File: src/rtl/snake_pkg.sv
// Shared snake game definitions: direction encodings, FSM states and
// default playfield size used by the mover, direction generator and renderer.
package snake_pkg;

  localparam int DEF_GRID_W = 40;
  localparam int DEF_GRID_H = 30;

  localparam logic [3:0] DIR_UP    = 4'b1000;
  localparam logic [3:0] DIR_DOWN  = 4'b0100;
  localparam logic [3:0] DIR_LEFT  = 4'b0010;
  localparam logic [3:0] DIR_RIGHT = 4'b0001;

  typedef enum logic [1:0] {
    ST_IDLE = 2'd0,
    ST_RUN  = 2'd1,
    ST_DEAD = 2'd2
  } state_e;

  // Up<->down and left<->right swapped.
  function automatic logic [3:0] dir_opposite(input logic [3:0] d);
    return {d[2], d[3], d[0], d[1]};
  endfunction

  function automatic logic dir_onehot(input logic [3:0] d);
    return (d == DIR_UP) || (d == DIR_DOWN) || (d == DIR_LEFT) || (d == DIR_RIGHT);
  endfunction

endpackage

File: src/rtl/snake_head_mover_tick_gen.sv
// Game-tick prescaler: counts enabled cycles and emits a one-cycle tick
// every TICK_DIV of them; holds while disabled, synchronous clear.
module tick_gen #(
  parameter int TICK_DIV = 12_500_000
) (
  input  logic clk,
  input  logic rst_n,
  input  logic en,
  input  logic clr,
  output logic tick
);

  localparam int CNT_W = (TICK_DIV > 2) ? $clog2(TICK_DIV) : 1;
  localparam logic [CNT_W-1:0] CNT_LAST = CNT_W'(TICK_DIV - 1);
  localparam logic [CNT_W-1:0] CNT_ONE  = CNT_W'(1'b1);

  logic [CNT_W-1:0] cnt_r;

  assign tick = en && (cnt_r == CNT_LAST);

  // Prescaler counter: clear wins, wrap on tick, hold while disabled.
  always_ff @(posedge clk or negedge rst_n) begin
    if (!rst_n) begin
      cnt_r <= '0;
    end else if (clr) begin
      cnt_r <= '0;
    end else if (tick) begin
      cnt_r <= '0;
    end else if (en) begin
      cnt_r <= cnt_r + CNT_ONE;
    end else begin
      cnt_r <= cnt_r;
    end
  end

endmodule

File: src/rtl/snake_head_mover.sv
// Snake head motion: on each game tick applies the guarded direction request,
// moves the head one cell and stops in DEAD on a wall collision.
module snake_head_mover
  import snake_pkg::*;
#(
  parameter int GRID_W   = DEF_GRID_W,
  parameter int GRID_H   = DEF_GRID_H,
  parameter int X_W      = 6,
  parameter int Y_W      = 5,
  parameter int START_X  = 20,
  parameter int START_Y  = 15,
  parameter int TICK_DIV = 12_500_000
) (
  input  logic           clk,
  input  logic           rst_n,
  input  logic [3:0]     direction,
  input  logic           enable,
  input  logic           restart,
  output logic [X_W-1:0] head_x,
  output logic [Y_W-1:0] head_y,
  output logic [3:0]     move_dir,
  output logic           step,
  output logic           dead,
  output logic           running
);

  localparam logic [X_W-1:0] X_START = X_W'(START_X);
  localparam logic [Y_W-1:0] Y_START = Y_W'(START_Y);
  localparam logic [X_W:0]   X_LIM   = (X_W + 1)'(GRID_W);
  localparam logic [Y_W:0]   Y_LIM   = (Y_W + 1)'(GRID_H);
  localparam logic [X_W:0]   X_ONE   = {{X_W{1'b0}}, 1'b1};
  localparam logic [Y_W:0]   Y_ONE   = {{Y_W{1'b0}}, 1'b1};

  state_e         state_r, state_nxt_s;
  logic [X_W-1:0] head_x_r, x_nxt_s;
  logic [Y_W-1:0] head_y_r, y_nxt_s;
  logic [3:0]     move_dir_r, dir_nxt_s, new_dir_s;
  logic           step_r, step_nxt_s;
  logic           dead_r, running_r;
  logic [X_W:0]   x_try_s;
  logic [Y_W:0]   y_try_s;
  logic           oob_s;
  logic           tick_s, cnt_en_s, cnt_clr_s;

  assign cnt_en_s  = (state_r == ST_RUN) && enable;
  assign cnt_clr_s = restart || (state_r != ST_RUN);

  tick_gen #(.TICK_DIV(TICK_DIV)) u_tick_gen (
    .clk  (clk),
    .rst_n(rst_n),
    .en   (cnt_en_s),
    .clr  (cnt_clr_s),
    .tick (tick_s)
  );

  // Direction guard and candidate position, one bit wider so 0-1 cannot wrap into range.
  always_comb begin
    if (dir_onehot(direction) && (direction != dir_opposite(move_dir_r))) begin
      new_dir_s = direction;
    end else begin
      new_dir_s = move_dir_r;
    end
    x_try_s = {1'b0, head_x_r};
    y_try_s = {1'b0, head_y_r};
    case (new_dir_s)
      DIR_UP:    y_try_s = {1'b0, head_y_r} - Y_ONE;
      DIR_DOWN:  y_try_s = {1'b0, head_y_r} + Y_ONE;
      DIR_LEFT:  x_try_s = {1'b0, head_x_r} - X_ONE;
      DIR_RIGHT: x_try_s = {1'b0, head_x_r} + X_ONE;
      default: begin
        x_try_s = {1'b0, head_x_r};
        y_try_s = {1'b0, head_y_r};
      end
    endcase
    oob_s = (x_try_s >= X_LIM) || (y_try_s >= Y_LIM);
  end

  // FSM next state and next output values; restart overrides everything.
  always_comb begin
    state_nxt_s = state_r;
    x_nxt_s     = head_x_r;
    y_nxt_s     = head_y_r;
    dir_nxt_s   = move_dir_r;
    step_nxt_s  = 1'b0;
    if (restart) begin
      state_nxt_s = ST_IDLE;
      x_nxt_s     = X_START;
      y_nxt_s     = Y_START;
      dir_nxt_s   = DIR_DOWN;
    end else begin
      case (state_r)
        ST_IDLE: begin
          if (enable) begin
            state_nxt_s = ST_RUN;
          end else begin
            state_nxt_s = ST_IDLE;
          end
        end
        ST_RUN: begin
          if (tick_s && oob_s) begin
            state_nxt_s = ST_DEAD;
          end else if (tick_s) begin
            x_nxt_s    = x_try_s[X_W-1:0];
            y_nxt_s    = y_try_s[Y_W-1:0];
            dir_nxt_s  = new_dir_s;
            step_nxt_s = 1'b1;
          end else begin
            state_nxt_s = ST_RUN;
          end
        end
        ST_DEAD: state_nxt_s = ST_DEAD;
        default: state_nxt_s = ST_IDLE;
      endcase
    end
  end

  // State and output registers.
  always_ff @(posedge clk or negedge rst_n) begin
    if (!rst_n) begin
      state_r    <= ST_IDLE;
      head_x_r   <= X_START;
      head_y_r   <= Y_START;
      move_dir_r <= DIR_DOWN;
      step_r     <= 1'b0;
      dead_r     <= 1'b0;
      running_r  <= 1'b0;
    end else begin
      state_r    <= state_nxt_s;
      head_x_r   <= x_nxt_s;
      head_y_r   <= y_nxt_s;
      move_dir_r <= dir_nxt_s;
      step_r     <= step_nxt_s;
      dead_r     <= (state_nxt_s == ST_DEAD);
      running_r  <= (state_nxt_s == ST_RUN);
    end
  end

  assign head_x   = head_x_r;
  assign head_y   = head_y_r;
  assign move_dir = move_dir_r;
  assign step     = step_r;
  assign dead     = dead_r;
  assign running  = running_r;

endmodule

File: config.mk
export PLATFORM = sky130hd
export DESIGN_NAME = snake_head_mover
export DESIGN_NICKNAME = d
export VERILOG_FILES = /design/src/rtl/snake_pkg.sv /design/src/rtl/snake_head_mover_tick_gen.sv /design/src/rtl/snake_head_mover.sv
export SDC_FILE = /design/constraint.sdc
export NUM_CORES = 1
export LEC_CHECK = 0
export CAP_MARGIN = 20
export CORE_ASPECT_RATIO = 1.2
export CORE_MARGIN = 1.5
export CORE_UTILIZATION = 31
export CTS_CLUSTER_DIAMETER = 200
export CTS_CLUSTER_SIZE = 8
export DETAILED_ROUTE_END_ITERATION = 10
export PLACE_DENSITY = 0.5
export SKIP_CTS_REPAIR_TIMING = 1
export SLEW_MARGIN = 10
export SYNTH_ARGS = -nofsm -noshare
export SYNTH_HDL_FRONTEND = slang
export SYNTH_SLANG_ARGS = --single-unit
File: constraint.sdc
create_clock -name clk -period 5.4 [get_ports clk]
set_clock_uncertainty 0.05 [all_clocks]
set_input_delay 0.81 -clock clk [delete_from_list [all_inputs] [get_ports clk]]
set_output_delay 0.81 -clock clk [all_outputs]
set_load 0.02 [all_outputs]
==> results by group, run 1 <==
CTS
  – Depth of the CTS H-tree: 2
  – Clock latency at the later pin of the worst-skew pair: 280 ps
  – Clock input transition at the sequential cells of the worst setup and hold paths: 60 ps
  – Worst-case clock buffer depth: 2
  – CTS Buf Count: 5
  – Clk sinks: 44
  – Buffer type at the clock tree root: clkbuf_16
  – CTS tree: done

Place
  – Final weighted congestion in routability-driven placement: 0.781
  – IO buf count: 25
  – HPWL reported at the end of detailed placement: 5.58 mm
  – Pre-CTS WS: 87.1 ps
  – Placed Cells: 481

Die
  – Starting Density: 32.2%
  – Area of the die: 10700 um^2
  – Std cell rows: 39
  – Vert. Die Dim: 113 um
  – X dimension of the die: 94.5 um
  – Standard cell core area: 9660 um^2
  – Num ports: 26

GRT
  – Overall global routing resource usage: 15.0%
  – Initial antenna violation count: 0
  – Via count of the first global-routing pass: 2723
  – Global-route wire length before repair: 13.0 mm
  – Largest net degree at the start of global routing: 45
  – GRT Residual Overflow: 0

Worst setup path
  – Slowest-stage cell, CP: clkdlybuf4s50_1
  – Startpoint kind of the worst setup timing path: input pin
  – R2R Path Start: move_dir[2]$_DFFE_PN1P_
  – Start point of the critical path: direction[1]
  – Endpoint class of the critical path: flop
  – Critical path data required time: 5560 ps
  – Delay of the slowest critical-path stage: 650 ps
  – Max FO, Critical Path: 13
  – Critical path, cell by cell: clkdlybuf4s50_1, xnor2_1, and4_1, nor2_1, o21ai_0, o21ai_0, ha_1, a21oi_1, a2111o_1, a211oi_1, mux2i_1, o221ai_2, nor4b_4, buf_4, mux2i_1
  – Category of the most critical setup path: input pin to flop
  – R2r setup slk: 1120 ps
  – Arrival time at the worst endpoint: 5120 ps

Yosys
  – Post-synth EDFFs: 0
  – Adder-cell share of the synthesized area: 5.71%
  – Flop and latch count out of synthesis: 44
  – Largest cells by area after synthesis: dfrtp_1 30%, dfstp_2 5.9%, nor2_1 5.3%
  – Sequential-to-total area share from yosys stat: 35.7%
  – Post-synth top area share: 29.7%
  – Most numerous cell types in the synthesized netlist: 44 x nor2_1, 37 x dfrtp_1, 27 x nand2_1
  – Largest area contributor in the netlist: dfrtp_1
  – Combinational family with the most area after synthesis: simple AND/OR/NAND/NOR gates
  – Area fraction in compound gates after synthesis: 15.2%
  – Yosys warning count: 0
  – Most common cell in the netlist: nor2_1
  – Total standard cell area after synthesis: 3110 um^2
  – Number of nets produced by synthesis: 363
  – Xor/xnor cell area share of the yosys netlist: 8.72%
  – Mean cell area of the mapped netlist: 9.10 um^2
  – Commonest register cell after synthesis: dfrtp_1
  – Number of distinct standard cells referenced by the synthesized netlist: 61
  – Post-Synthesis Cells: 342
  – Post-Synth Simple-Gate Area: 27.8%
  – Fraction of registers with async set or reset after synthesis: 100%
  – Fraction of synthesized area in multiplexers: 3.26%

Pwr
  – Power per unit of standard cell area: 215 nW/um^2
  – Largest vdd supply drop: 0.104 mV
  – LEAKAGE: 1.44 nW
  – Power consumption: 0.785 mW

Route
  – Detailed Routing Iterations Pass 1: 5
  – Vias per inst: 5.37
  – Remaining design rule violation count: 0
  – Antenna violation net count after detailed routing: 0
  – Routed len/inst: 15.3 um
  – Total via count after detailed routing: 2631
  – WL final: 7.52 mm
  – Violation count after the first detailed-routing iteration: 115

STA
  – Total negative slack: 0 ps
  – Achievable clock frequency: 202 MHz
  – Worst setup margin: 440 ps
  – Unrepaired setup endpoints after global routing: no
  – Final worst path period need: 4960 ps
  – Number of pins exceeding their max-slew limit in the final report: 0
  – Count of final setup violators: 0
  – Endpoints failing hold: 0
  – Relative max-transition margin: 39.4%
  – Period utilisation layout: 91.8%
  – Slew @ Worst Pin: 905 ps

Final layout
  – Cell Count, Final, Fillers Out: 490
  – Final antenna diode count: 0
  – Proportion of layout cells with a drive suffix above 1: 8.99%
  – Total Nets Final: 387
  – Growth of design area from synthesis to finish: 17.3%
  – Final core occ: 37.8%

Hold path
  – Class of the tightest hold or removal check: input pin to asynchronous set/reset pin

Run status
  – Result of the run: finished, final reports clean

Flow run
  – Max-cap violations: 0
[layer usage]
metal,share of wire [%],global-route usage (%),vias up
li1,-,-,1290
met1,45,19.1,1284
met2,51,26.3,48
met3,2.8,1.95,9
met4,1.3,4.38,0
met5,0,0,-
[logic make-up after synthesis]
family | after synthesis
AND/OR/NAND/NOR | 154
multiplexers | 10
flip-flops | 44
AO/OA/AOI/OAI | 67
XOR/XNOR | 31
adder cells (fa/ha/maj) | 13
buffers and inverters | 23
[path summary, 6_finish.rpt]
kind / end / cells after the start
min reg2reg: u_tick_gen.cnt_r[19]$_DFFE_PN0P_ / 1
min in group clk: u_tick_gen.cnt_r[19]$_DFFE_PN0P_ / 1
max: head_y[1]$_DFFE_PN1P_ / 15
min: u_tick_gen.cnt_r[5]$_DFFE_PN0P_ / 1
max in group asynchronous: head_x[4]$_DFFE_PN1P_ / 2
max reg2reg: head_y[1]$_DFFE_PN1P_ / 14
[flip-flops by register name (all words and copies together) (netlist names)]
signal,count
dead,1
head_x,6
state_r,2
running,1
u_tick_gen.cnt_r,24
move_dir,4
head_y,5
step,1
[placed cells by master (no fill, tap or decap), types with 3 or more instances in the layout]
cell              n
a21oi_1          10
o21ai_0          16
and4_1            3
ha_1             11
nor4_1            5
xor2_1           17
and2_1            5
dfstp_2           7
nand4_1          13
o22ai_1           3
or2_2             3
a211o_1           3
o31ai_1           6
nand2b_1          4
nand3b_1          4
nor2b_1           7
a31oi_1           3
and3_1            6
nand3_1          11
buf_4             4
nor3_1            7
clkdlybuf4s50_1  24
a211oi_1          3
clkbuf_16         5
mux2i_1           9
xnor2_1          14
dfrtp_1          37
inv_1            10
nand2_1          27
nor2_1           44
[power by group]
group          leakage, nW  internal (mW)  switching, mW
Clock               0.0798          0.218          0.134
Sequential           0.588          0.331        0.00115
Combinational        0.776         0.0369         0.0645
Total                 1.44          0.586          0.199
[critical path: cells and delay by family]
kind,cells,cell delay [ps]
buffers and inverters,2,850
adder cells (fa/ha/maj),1,450
multiplexers,2,430
AND/OR/NAND/NOR,3,700
AO/OA/AOI/OAI,6,1510
XOR/XNOR,1,350
[final cells by class]
type | count | area, um^2
inverter | 10 | 37.5
clock buffer | 5 | 125
tap | 123 | 154
sequential | 44 | 1110
multi-input combinational | 275 | 1890
fill | 1004 | 6010
clock inverter | 3 | 42.5
timing repair buffer | 30 | 295
[through the flow]
stage          hold WS (ps)  cell area, um^2
2_1_floorplan           421             3110
3_3_place_gp            458             3460
3_5_place_dp            462             3460
4_1_cts                 470             3630
5_1_grt                 392             3650
6_report                374             3650
Power figures use the tool's default switching activity.
==> inputs of run 2 (changes only) <==
--- a/config.mk
+++ b/config.mk
@@ -17,4 +17,5 @@
 export SLEW_MARGIN = 10
 export SYNTH_ARGS = -nofsm -noshare
 export SYNTH_HDL_FRONTEND = slang
+export SYNTH_HIERARCHICAL = 1
 export SYNTH_SLANG_ARGS = --single-unit
==> constraint.sdc (replaced) <==
create_clock -name clk -period 5.4 [get_ports clk]
set_clock_uncertainty 0.05 [all_clocks]
set_input_delay 1.08 -clock clk [delete_from_list [all_inputs] [get_ports clk]]
set_output_delay 1.08 -clock clk [all_outputs]
set_load 0.02 [all_outputs]
==> run 2 against run 1 <==
Effect of this change: sequential share of layout area decreased by 2.2 points; sequential power barely moved; power hardly changed; wire length up 10%; fmax is 0.38% higher; largest cell class unchanged; synthesized cell count up 9.4%; critical path type unchanged; critical endpoint is now head_x[1]$_DFFE_PN0P_.
==> results by group, run 2 <==
Pwr
  – Power consumption: 0.784 mW (was 0.785 mW)
  – Clock network fraction of total power: 43.7% (was 44.7%)
  – Internal power of the cells: 0.592 mW (was 0.586 mW)
  – Comb pwr share: 14.0% (was 12.9%)
  – Power spent charging and discharging nets: 0.192 mW (was 0.199 mW)
  – LEAKAGE: 1.50 nW (was 1.44 nW)
  – Largest vdd supply drop: 0.122 mV (was 0.104 mV)
  – Register share of total power: 42.3% (about the same)
  – Switching Fraction: 24.5% (was 25.4%)
  – Power per unit of standard cell area: 199 nW/um^2 (was 215 nW/um^2)

Flow run
  – Max-cap violations: 0 (unchanged)

Route
  – Routed len/inst: 15.6 um (was 15.3 um)
  – Detailed Routing Iterations Pass 1: 4 (was 5)
  – Remaining design rule violation count: 0 (unchanged)
  – Violation count after the first detailed-routing iteration: 97 (was 115)
  – Antenna violation net count after detailed routing: 0 (unchanged)
  – Total via count after detailed routing: 2931 (was 2631)
  – Vias per inst: 5.49 (was 5.37)
  – WL final: 8.31 mm (was 7.52 mm)

Yosys
  – Combinational family with the most area after synthesis: simple AND/OR/NAND/NOR gates (unchanged)
  – Most numerous cell types in the synthesized netlist: 37 x dfrtp_1, 29 x nor2_1, 23 x nand2_1 (was 44 x nor2_1, 37 x dfrtp_1, 27 x nand2_1)
  – Most common cell in the netlist: dfrtp_1 (was nor2_1)
  – Largest area contributor in the netlist: dfrtp_1 (unchanged)
  – Post-synth top area share: 27.8% (was 29.7%)
  – Mean cell area of the mapped netlist: 8.91 um^2 (was 9.10 um^2)
  – Largest cells by area after synthesis: dfrtp_1 28%, dfstp_2 5.5%, ha_1 4.1% (was dfrtp_1 30%, dfstp_2 5.9%, nor2_1 5.3%)
  – Area fraction in compound gates after synthesis: 20.1% (was 15.2%)
  – Number of distinct standard cells referenced by the synthesized netlist: 72 (was 61)
  – Adder-cell share of the synthesized area: 5.33% (was 5.71%)
  – Number of nets produced by synthesis: 395 (was 363)
  – Fraction of synthesized area in multiplexers: 2.10% (was 3.26%)
  – Post-Synth Simple-Gate Area: 29.1% (was 27.8%)
  – Commonest register cell after synthesis: dfrtp_1 (unchanged)
  – Xor/xnor cell area share of the yosys netlist: 5.75% (was 8.72%)
  – Sequential-to-total area share from yosys stat: 33.3% (was 35.7%)
  – Post-synth EDFFs: 0 (unchanged)
  – Post-Synthesis Cells: 374 (was 342)
  – Fraction of registers with async set or reset after synthesis: 100% (unchanged)
  – Flop and latch count out of synthesis: 44 (unchanged)
  – Total standard cell area after synthesis: 3330 um^2 (was 3110 um^2)
  – Yosys warning count: 6 (was 0)

Final layout
  – Register area: 1110 um^2 (unchanged)
  – Number of fill cells in the layout: 1065 (was 1004)
  – Number of flip-flops under the largest register name: 24 (unchanged)
  – Commonest cells after routing, fill and taps aside: 37 x dfrtp_1, 29 x nor2_1, 24 x clkdlybuf4s50_1 (was 44 x nor2_1, 37 x dfrtp_1, 27 x nand2_1)
  – Multi-input gate area: 2080 um^2 (was 1890 um^2)
  – Total Nets Final: 425 (was 387)
  – Most flops, register: u_tick_gen/cnt_r (was u_tick_gen.cnt_r)
  – Leading cell type in the layout, fill and taps excluded: dfrtp_1 (was nor2_1)
  – Proportion of layout cells with a drive suffix above 1: 12.6% (was 8.99%)
  – Final antenna diode count: 0 (unchanged)
  – Growth of design area from synthesis to finish: 18.3% (was 17.3%)

Worst setup path
  – Critical path data required time: 5560 ps (about the same)
  – Max FO, Critical Path: 8 (was 13)
  – Endpoint class of the critical path: flop (unchanged)
  – Critical path, cell by cell: clkdlybuf4s50_1, buf_4, xor2_2, nor2_1, or2_2, or2_2, ha_1, a21oi_1, a2111oi_0, o211ai_1, mux2i_1, or4_4, or3_1, a21oi_1 (was clkdlybuf4s50_1, xnor2_1, and4_1, nor2_1, o21ai_0, o21ai_0, ha_1, a21oi_1, a2111o_1, a211oi_1, mux2i_1, o221ai_2, nor4b_4, buf_4, mux2i_1)
  – Category of the most critical setup path: input pin to flop (unchanged)
  – Arrival time at the worst endpoint: 5100 ps (was 5120 ps)
  – Slowest-stage cell, CP: or4_4 (was clkdlybuf4s50_1)
  – R2r worst-path depth: 13 (was 14)
  – Delay of the slowest critical-path stage: 580 ps (was 650 ps)
  – Startpoint kind of the worst setup timing path: input pin (unchanged)

STA
  – Achievable clock frequency: 202 MHz (about the same)
  – Total negative slack: 0 ps (unchanged)
  – Period utilisation layout: 91.5% (was 91.8%)
  – Count of final setup violators: 0 (unchanged)
  – Relative max-transition margin: 59.3% (was 39.4%)
  – Number of pins exceeding their max-slew limit in the final report: 0 (unchanged)
  – Unrepaired setup endpoints after global routing: no (unchanged)
  – Final worst path period need: 4940 ps (was 4960 ps)
  – Endpoints failing hold: 0 (unchanged)
  – Slew @ Worst Pin: 603 ps (was 905 ps)

Die
  – Standard cell core area: 10500 um^2 (was 9660 um^2)
  – Std cell rows: 41 (was 39)
  – Area of the die: 11400 um^2 (was 10700 um^2)
  – Num ports: 26 (unchanged)
  – Starting Density: 31.7% (was 32.2%)
  – Vert. Die Dim: 117 um (was 113 um)
  – X dimension of the die: 97.6 um (was 94.5 um)

GRT
  – GRT Residual Overflow: 0 (unchanged)
  – Largest net degree at the start of global routing: 45 (unchanged)
  – Via count of the first global-routing pass: 2972 (was 2723)
  – Global-route wire length before repair: 14.3 mm (was 13.0 mm)
  – Initial antenna violation count: 0 (unchanged)
  – Overall global routing resource usage: 15.4% (was 15.0%)

Hold path
  – Number of instances on the worst hold path: 1
  – Class of the tightest hold or removal check: flop to flop (was input pin to asynchronous set/reset pin)

CTS
  – Clk sinks: 44 (unchanged)
  – Depth of the CTS H-tree: 2 (unchanged)
  – Clock input transition at the sequential cells of the worst setup and hold paths: 60 ps (about the same)
  – Buffer type at the clock tree root: clkbuf_16 (unchanged)
  – CTS Buf Count: 5 (unchanged)
  – CTS tree: done (unchanged)
  – Clock latency at the later pin of the worst-skew pair: 280 ps (about the same)
  – Worst-case clock buffer depth: 2 (unchanged)

Place
  – Final weighted congestion in routability-driven placement: 0.865 (was 0.781)
  – HPWL reported at the end of detailed placement: 6.19 mm (was 5.58 mm)
  – IO buf count: 25 (unchanged)

Run status
  – Result of the run: finished, final reports clean (unchanged)
## run 2: final cells by class
class / count / share of cell area [%]
Clock buffer: 6 / 3.27
Clock inverter: 2 / 0.889
Inverter: 10 / 0.952
Multi-Input combinational cell: 300 / 52.7
Sequential cell: 44 / 28.1
Tap cell: 129 / 4.09
Timing Repair Buffer: 43 / 9.97
## run 2: worst max-delay path, delay by kind of cell
kind                     cells  cell delay [ps]
AO/OA/AOI/OAI                4              790
XOR/XNOR                     1              240
adder cells (fa/ha/maj)      1              340
buffers and inverters        2              770
multiplexers                 1              120
AND/OR/NAND/NOR              5             1750
## run 2: final timing paths
path / startpoint / to / slack [ps]
worst max-delay path: direction[3] / head_x[1]$_DFFE_PN0P_ / 460
worst min-delay path: u_tick_gen/cnt_r[18]$_DFFE_PN0P_ / u_tick_gen/cnt_r[18]$_DFFE_PN0P_ / 480
worst max register to register: move_dir[0]$_DFFE_PN0P_ / head_x[1]$_DFFE_PN0P_ / 1390
worst min register to register: u_tick_gen/cnt_r[18]$_DFFE_PN0P_ / u_tick_gen/cnt_r[18]$_DFFE_PN0P_ / 480
max in group asynchronous: rst_n / move_dir[2]$_DFFE_PN1P_ / 4160
min in group asynchronous: rst_n / u_tick_gen/cnt_r[22]$_DFFE_PN0P_ / 610
## run 2: power by group through the flow
| stage | sequential, mW | combinational (mW) | clock [mW] |
|---|---|---|---|
| after global routing | 0.332 | 0.123 | 0.368 |
| after detailed placement | 0.338 | 0.109 | 0 |
| final | 0.332 | 0.110 | 0.343 |
| after floorplan | 0.338 | 0.0707 | 0 |
| after CTS | 0.332 | 0.109 | 0.355 |
| after global placement | 0.338 | 0.108 | 0 |
## run 2: metrics by stage
stage                     utilization, %  hold slack (ps)  cells  area [um^2]  setup WS, ps
after floorplan                        -              439    374         3330           714
final                               37.5              482    534         3940           459
after detailed placement            35.7              470    525         3760           131
after CTS                           37.3              478    533         3920           418
after global routing                37.5              514    534         3940          68.5
after global placement              35.7              466    525         3760           175
## run 2: cells by family (layout without fill, tap and decap cells)
| group | Yosys count | in the layout |
|---|---|---|
| buffers and inverters | 30 | 61 |
| AO/OA/AOI/OAI | 100 | 100 |
| flip-flops | 44 | 44 |
| XOR/XNOR | 21 | 21 |
| AND/OR/NAND/NOR | 159 | 159 |
| adder cells (fa/ha/maj) | 13 | 13 |
| multiplexers | 7 | 7 |
## run 2: per-layer routing
| layer | GRT usage, % | part of all wire (%) |
|---|---|---|
| met1 | 17.6 | 42 |
| met2 | 29.5 | 53 |
| met3 | 2.33 | 3.6 |
| met4 | 4.86 | 1.7 |
| met5 | 0 | 0 |
